==> src/rtl/apb_master_bridge.sv <==
// Single-outstanding valid/ready to APB requester: address-decoded one-hot selects,
// wait-state handling, misalignment rejection and a stalled-slave watchdog.
module apb_master_bridge #(
  parameter int unsigned ADDR_W  = 32,
  parameter int unsigned DATA_W  = 32,
  parameter int unsigned TIMEOUT = 16
) (
  input  logic              PCLK,
  input  logic              PRESETn,
  input  logic              req_valid,
  output logic              req_ready,
  input  logic              req_write,
  input  logic [ADDR_W-1:0] req_addr,
  input  logic [DATA_W-1:0] req_wdata,
  output logic              rsp_valid,
  output logic [DATA_W-1:0] rsp_rdata,
  output logic              rsp_err,
  output logic [ADDR_W-1:0] addr,
  output logic [DATA_W-1:0] data,
  output logic              write,
  output logic              enable,
  output logic              sel1,
  output logic              sel2,
  output logic              sel3,
  output logic              sel4,
  input  logic [DATA_W-1:0] PRDATA,
  input  logic              PREADY,
  input  logic              PSLVERR
);

  // The counter only has to reach TIMEOUT-1: the abort fires on the TIMEOUT-th wait cycle.
  localparam int unsigned    CntW    = (TIMEOUT > 1) ? $clog2(TIMEOUT) : 1;
  localparam logic [CntW-1:0] CntLast = CntW'(TIMEOUT - 1);

  typedef enum logic [1:0] {StIdle, StSetup, StAccess, StErrRsp} state_e;

  state_e            state_q;
  logic              ready_q;
  logic [ADDR_W-1:0] addr_q;
  logic [DATA_W-1:0] data_q;
  logic              write_q;
  logic              enable_q;
  logic [3:0]        sel_q;
  logic              rsp_valid_q;
  logic              rsp_err_q;
  logic [DATA_W-1:0] rsp_rdata_q;
  logic [CntW-1:0]   cnt_q;

  logic [3:0] sel_dec;
  logic       aligned;
  logic       access_end;

  always_comb begin
    sel_dec = 4'b0000;
    unique case (req_addr[ADDR_W-1 -: 2])
      2'd0: sel_dec = 4'b0001;
      2'd1: sel_dec = 4'b0010;
      2'd2: sel_dec = 4'b0100;
      2'd3: sel_dec = 4'b1000;
    endcase
  end

  assign aligned    = (req_addr[1:0] == 2'b00);
  assign access_end = PREADY || (cnt_q == CntLast);

  always_ff @(posedge PCLK or negedge PRESETn) begin
    if (!PRESETn) begin
      state_q     <= StIdle;
      ready_q     <= 1'b0;
      addr_q      <= '0;
      data_q      <= '0;
      write_q     <= 1'b0;
      enable_q    <= 1'b0;
      sel_q       <= 4'b0000;
      rsp_valid_q <= 1'b0;
      rsp_err_q   <= 1'b0;
      rsp_rdata_q <= '0;
      cnt_q       <= '0;
    end else begin
      // Response fields are a single-cycle pulse and read 0 otherwise.
      rsp_valid_q <= 1'b0;
      rsp_err_q   <= 1'b0;
      rsp_rdata_q <= '0;
      case (state_q)
        StIdle: begin
          ready_q <= 1'b1;
          if (req_valid && ready_q) begin
            ready_q <= 1'b0;
            if (!aligned) begin
              state_q <= StErrRsp;
            end else begin
              state_q <= StSetup;
              addr_q  <= req_addr;
              data_q  <= req_write ? req_wdata : '0;
              write_q <= req_write;
              sel_q   <= sel_dec;
              cnt_q   <= '0;
            end
          end
        end
        StSetup: begin
          state_q  <= StAccess;
          enable_q <= 1'b1;
        end
        StAccess: begin
          if (access_end) begin
            state_q     <= StIdle;
            ready_q     <= 1'b1;
            enable_q    <= 1'b0;
            sel_q       <= 4'b0000;
            write_q     <= 1'b0;
            rsp_valid_q <= 1'b1;
            rsp_err_q   <= !PREADY || PSLVERR;
            rsp_rdata_q <= (PREADY && !PSLVERR && !write_q) ? PRDATA : '0;
          end else begin
            cnt_q <= cnt_q + 1'b1;
          end
        end
        StErrRsp: begin
          state_q     <= StIdle;
          ready_q     <= 1'b1;
          rsp_valid_q <= 1'b1;
          rsp_err_q   <= 1'b1;
        end
        default: begin
          state_q <= StIdle;
          ready_q <= 1'b0;
        end
      endcase
    end
  end

  assign req_ready = ready_q;
  assign rsp_valid = rsp_valid_q;
  assign rsp_err   = rsp_err_q;
  assign rsp_rdata = rsp_rdata_q;
  assign addr      = addr_q;
  assign data      = data_q;
  assign write     = write_q;
  assign enable    = enable_q;
  assign sel1      = sel_q[0];
  assign sel2      = sel_q[1];
  assign sel3      = sel_q[2];
  assign sel4      = sel_q[3];

endmodule

==> config.mk <==
export PLATFORM = sky130hd
export DESIGN_NAME = apb_master_bridge
export DESIGN_NICKNAME = d
export VERILOG_FILES = /design/src/rtl/apb_master_bridge.sv
export SDC_FILE = /design/constraint.sdc
export NUM_CORES = 1
export LEC_CHECK = 0
export CAP_MARGIN = 20
export CORE_AREA = 2 2 107 109
export DETAILED_ROUTE_END_ITERATION = 10
export DIE_AREA = 0 0 109 111
export PLACE_DENSITY_LB_ADDON = 0.12
export SYNTH_ARGS = -nofsm -noshare
export SYNTH_HDL_FRONTEND = slang
export SYNTH_SLANG_ARGS = --single-unit
==> constraint.sdc <==
create_clock -name PCLK -period 1.95 [get_ports PCLK]
set_input_delay 0.195 -clock PCLK [delete_from_list [all_inputs] [get_ports PCLK]]
set_output_delay 0.195 -clock PCLK [all_outputs]
set_load 0.1 [all_outputs]
* Word level (Yosys, flattened, before mapping)
Index checks and enable logic that the tools add are counted.
** Word-level totals
- Register bits :: 111
- Bits of input ports :: 102
- Output and inout port bits :: 105
- Word-level logic and storage cells :: 72
** Operators by class
- Reductions and logical operators :: 20
- Equality and inequality tests :: 11
- Muxes and demuxes :: 29
- $add $sub $neg :: 1
** Operators with widths (number)
- two-way mux 32 bit :: 4
- two-way mux 4 bit :: 6
- case mux 4 bit (2 select lines) :: 2
- case mux 4 bit (4 select lines) :: 1
- == test 2 bit (second input constant) :: 4
- != test 2 bit (second input constant) :: 4
- case mux 1 bit (2 select lines) :: 4
- case mux 2 bit (4 select lines) :: 1
- AND reduction 4 bit :: 2
- two-way mux 1 bit :: 7
- zero test 2 bit :: 3
- two-way mux 2 bit :: 3
- AND reduction 2 bit :: 3
- adder 4 x 1 -> 4 bit (second input constant) :: 1
- == test 2 x 1 -> 1 bit (second input constant) :: 2
- == test 4 bit (second input constant) :: 1
- nonzero test 2 bit :: 2
- logical AND 1 bit :: 3
- zero test 1 bit :: 3
- case mux 1 bit (3 select lines) :: 1
- AND reduction 3 bit :: 1
- nonzero test 3 bit :: 1
- logical OR 1 bit :: 2

* Depth between registers and ports, before layout
- Depth after elaboration :: 6
- Depth in mapped cells :: 5
- Depth with buffers taken out :: 4

* Least setup slack after synthesis
OpenSTA, ideal clock, no wires.
- Path type :: reg2reg
- Start point :: register ready_q, in the netlist req_ready
- End point :: register addr_q[10], in the netlist addr[10]
- Required time :: 1.824 ns
- Clock period less this slack :: 2.199 ns
- Data arrival time :: 2.073 ns
- Cell stages (with the launch flop) :: 6
- Slack :: -0.249 ns
- Path buffers :: 2
- Library setup time :: 0.126 ns
- Cells stage by stage :: dfrtp_1 > and4bb_4 > and2_4 > buf_6 > buf_8 > mux2_4
** On the way
- Longest elaborated chain between the ends :: 2
** Ends and longest elaborated chain
- start, declared :: RTL line 38 : logic ready_q;
- start signal, assigned :: RTL line 69 : ready_q <= 1'b0;
- start signal, assigned :: RTL line 86 : ready_q <= 1'b1;
- start signal, assigned :: RTL line 88 : ready_q <= 1'b0;
- logical AND 1 bit :: RTL line 87 : if (req_valid && ready_q) begin
- AND reduction 3 bit (no line)
- end signal, assigned :: RTL line 93 : addr_q <= req_addr;
- end, declared :: RTL line 39 : logic [ADDR_W-1:0] addr_q;
Every way passes these cells.
A chain may end at the register's enable or synchronous reset.

* Worst setup path after layout
- Start point :: register state_q[1]
- End point :: register addr_q[22], in the netlist addr[22]
** On the way
- Longest elaborated chain between the ends :: 2
** Ends and longest elaborated chain
- start, declared :: RTL line 37 : state_e state_q;
- start signal, assigned :: RTL line 68 : state_q <= StIdle;
- start signal, assigned :: RTL line 90 : state_q <= StErrRsp;
- start signal, assigned :: RTL line 92 : state_q <= StSetup;
- zero test 2 bit :: RTL line 84 : case (state_q)
- AND reduction 3 bit (no line)
Every way passes these cells.

==> summary.txt <==
Yosys
  • Syn avg cell area: 13.2 µm²
  • Post-Syn Nets: 437
  • Number of synthesized flops with an enable pin: 0
  • Mapped Area: 4410 µm²
  • Mapped Cells: 334
  • Yosys top cell by area: dfrtp_1
  • Yosys cell types: 34
  • Share of the synthesized area in the top cell type: 0.630
  • Yosys reg bits: 111
  • Ys async rst share: 1.00
  • Main synth FF type: dfrtp_1
  • Seq/Total Area, Yosys: 0.630
  • Most area-consuming cells after synthesis: dfrtp_1 63%, mux2i_1 7.5%, mux2_4 6.8%, and2_1 4.8%, inv_1 3.1%
  • Synth warn: 0

Clock network
  • TritonCTS clock tree: done
  • Clock slew at reported path FFs: 0.06 ns
  • Max Buffers Root-to-Sink: 2
  • Num CTS Buffers: 9
  • Worst skew pair latency: 0.35 ns
  • Total clock sinks: 111
  • Clock root cell: clkbuf_16
  • H-tree levels: 3

STA
  • Final min period: 1.66 ns
  • Actual slew at the worst max-slew pin: 0.386 ns
  • Setup ws final: 0.288 ns
  • Slew margin rel.: 0.742
  • Clock skew: 0.00472 ns
  • Period utilization: 0.852
  • Setup violations, final: 0
  • Hold Vio Cnt, Final: 0
  • Setup TNS: 0 ns
  • Highest Clock Rate: 602 MHz
  • RSZ-0062 raised after global routing: false
  • Final Slew Violations: 0

Worst setup path
  • RR Startpoint: state_q[1]
  • CP Class: reg2reg
  • R2r worst-path depth: 4
  • Worst setup SP type: flip-flop
  • RR Endpoint: addr[22]
  • CP Launch Point: state_q[1]
  • R2R Setup Slk: 0.29 ns
  • Worst setup EP type: flip-flop
  • WP data required: 2.18 ns
  • Crit Path Max Fanout: 13
  • CP arrival: 1.89 ns

Cells and area
  • Commonest non-fill, non-tap cells in the layout: 114 x buf_4, 110 x dfrtp_1, 100 x clkdlybuf4s50_1
  • Diodes inserted: 0
  • P&R area growth vs syn: 53.3%
  • Layout cells sized above 1: 0.305
  • Layout net count: 655
  • Commonest non-fill, non-tap cell in the layout: buf_4

Global routing
  • Tot GR Track Use: 0.184
  • Number of global-route vias before repair: 3,405
  • Global-route wire length before repair: 17,100 µm
  • Overflow after GRT: 0
  • Largest net degree at the start of global routing: 54
  • Initial antenna violation count: 0

Place
  • Post-DP HPWL: 7910 µm
  • IO Port Bufs: 206
  • DP Worst Slack: 0.0693 ns
  • GPL Wtd Cong: 0.795

Flow run
  • Maxcap violations: 0

Routing
  • Iter 0 DRT Violations: 121
  • Total number of vias: 3,218
  • Drt drc: 0
  • Detail Route Antenna Nets: 0
  • Wirelength per Cell: 15.1 µm
  • WL final: 10,500 µm
  • Pre-antenna DRT Iters: 4
  • Vias per cell: 4.61

Die
  • Chip Width: 109 µm
  • Die Y: 111 µm
  • Die area: 12,100 µm²
  • Number of top-level pins: 207
  • Core area: 11,100 µm²
  • FP Rows: 39
  • Starting density of the core: 0.398

Status
  • Status: complete, no violations

Min path
  • Worst Hold Class: in2async
-- worst max-delay path: stages (launching register included) --
cell and delay, ns:
dfrtp_1 0.43, and4bb_4 0.35, and2_4 0.25, buf_12 0.20, mux2_4 0.31
-- registers in the layout (all words and copies together) (netlist names), 2 cells and up --
register	cells
state_q	2
addr	32
sel_q	4
cnt_q	4
data	32
rsp_rdata	32
-- worst max-delay path by stage --
stage	to	slack, ns	depth (start not counted)
final	addr[22]	0.29	4
after global placement	addr[21]	0.12	5
after global routing	data[0]	0.19	5
after floorplan	addr[10]	0.07	5
after detailed placement	data[5]	0.07	6
after CTS	data[5]	0.26	5
-- metal layers --
metal  vias to the layer above  GRT usage  share of wire
met5                         -          0              0
met4                         0     0.0863          0.025
met3                        17     0.0682           0.10
met2                       140      0.281           0.47
met1                      1543      0.230           0.41
li1                       1518          -              -
-- cells by family after synthesis --
kind of cell             share of synthesized area
flip-flops                                   0.630
AND/OR/NAND/NOR                              0.104
multiplexers                                 0.171
buffers and inverters                       0.0562
AO/OA/AOI/OAI                               0.0360
adder cells (fa/ha/maj)                    0.00284
-- per-stage QoR --
| step | hold WS [ns] | utilization | cells | instance area, µm² |
|---|---|---|---|---|
| final | 0.304 | 0.610 | 698 | 6760 |
| after global placement | 0.139 | 0.585 | 683 | 6480 |
| after floorplan | -0.101 | - | 334 | 4410 |
| after global routing | 0.331 | 0.610 | 698 | 6760 |
| after detailed placement | 0.143 | 0.585 | 683 | 6480 |
| after CTS | 0.305 | 0.610 | 698 | 6760 |
-- synthesized netlist by cell type, types with 2 or more instances --
master / instances
a21oi_1: 4
a22o_1: 5
a32o_1: 2
and2_1: 34
buf_6: 4
buf_8: 2
clkbuf_1: 8
dfrtp_1: 111
inv_1: 36
mux2_2: 11
mux2_4: 20
mux2i_1: 33
nand2_1: 34
nand2b_1: 2
nand3_1: 3
nor2_1: 4
o21ai_0: 4
-- cell type report --
cell class | instances | area [µm²]
Sequential cell | 111 | 2780
Tap cell | 143 | 179
Timing Repair Buffer | 222 | 2010
Clock inverter | 1 | 5.00
Multi-Input combinational cell | 172 | 1390
Inverter | 36 | 135
Fill cell | 904 | 4320
Clock buffer | 13 | 260
-- repair_timing --
action / in CTS / in global routing
setup buffers: 0 / 0
hold buffers: 1 / 0
endpoints found under the hold margin: 26 / 0
resized for setup: 0 / 0
Power is left out: the tool's default activity adds up to more than one toggle a clock period on the data nets, which glitch-free logic cannot reach.
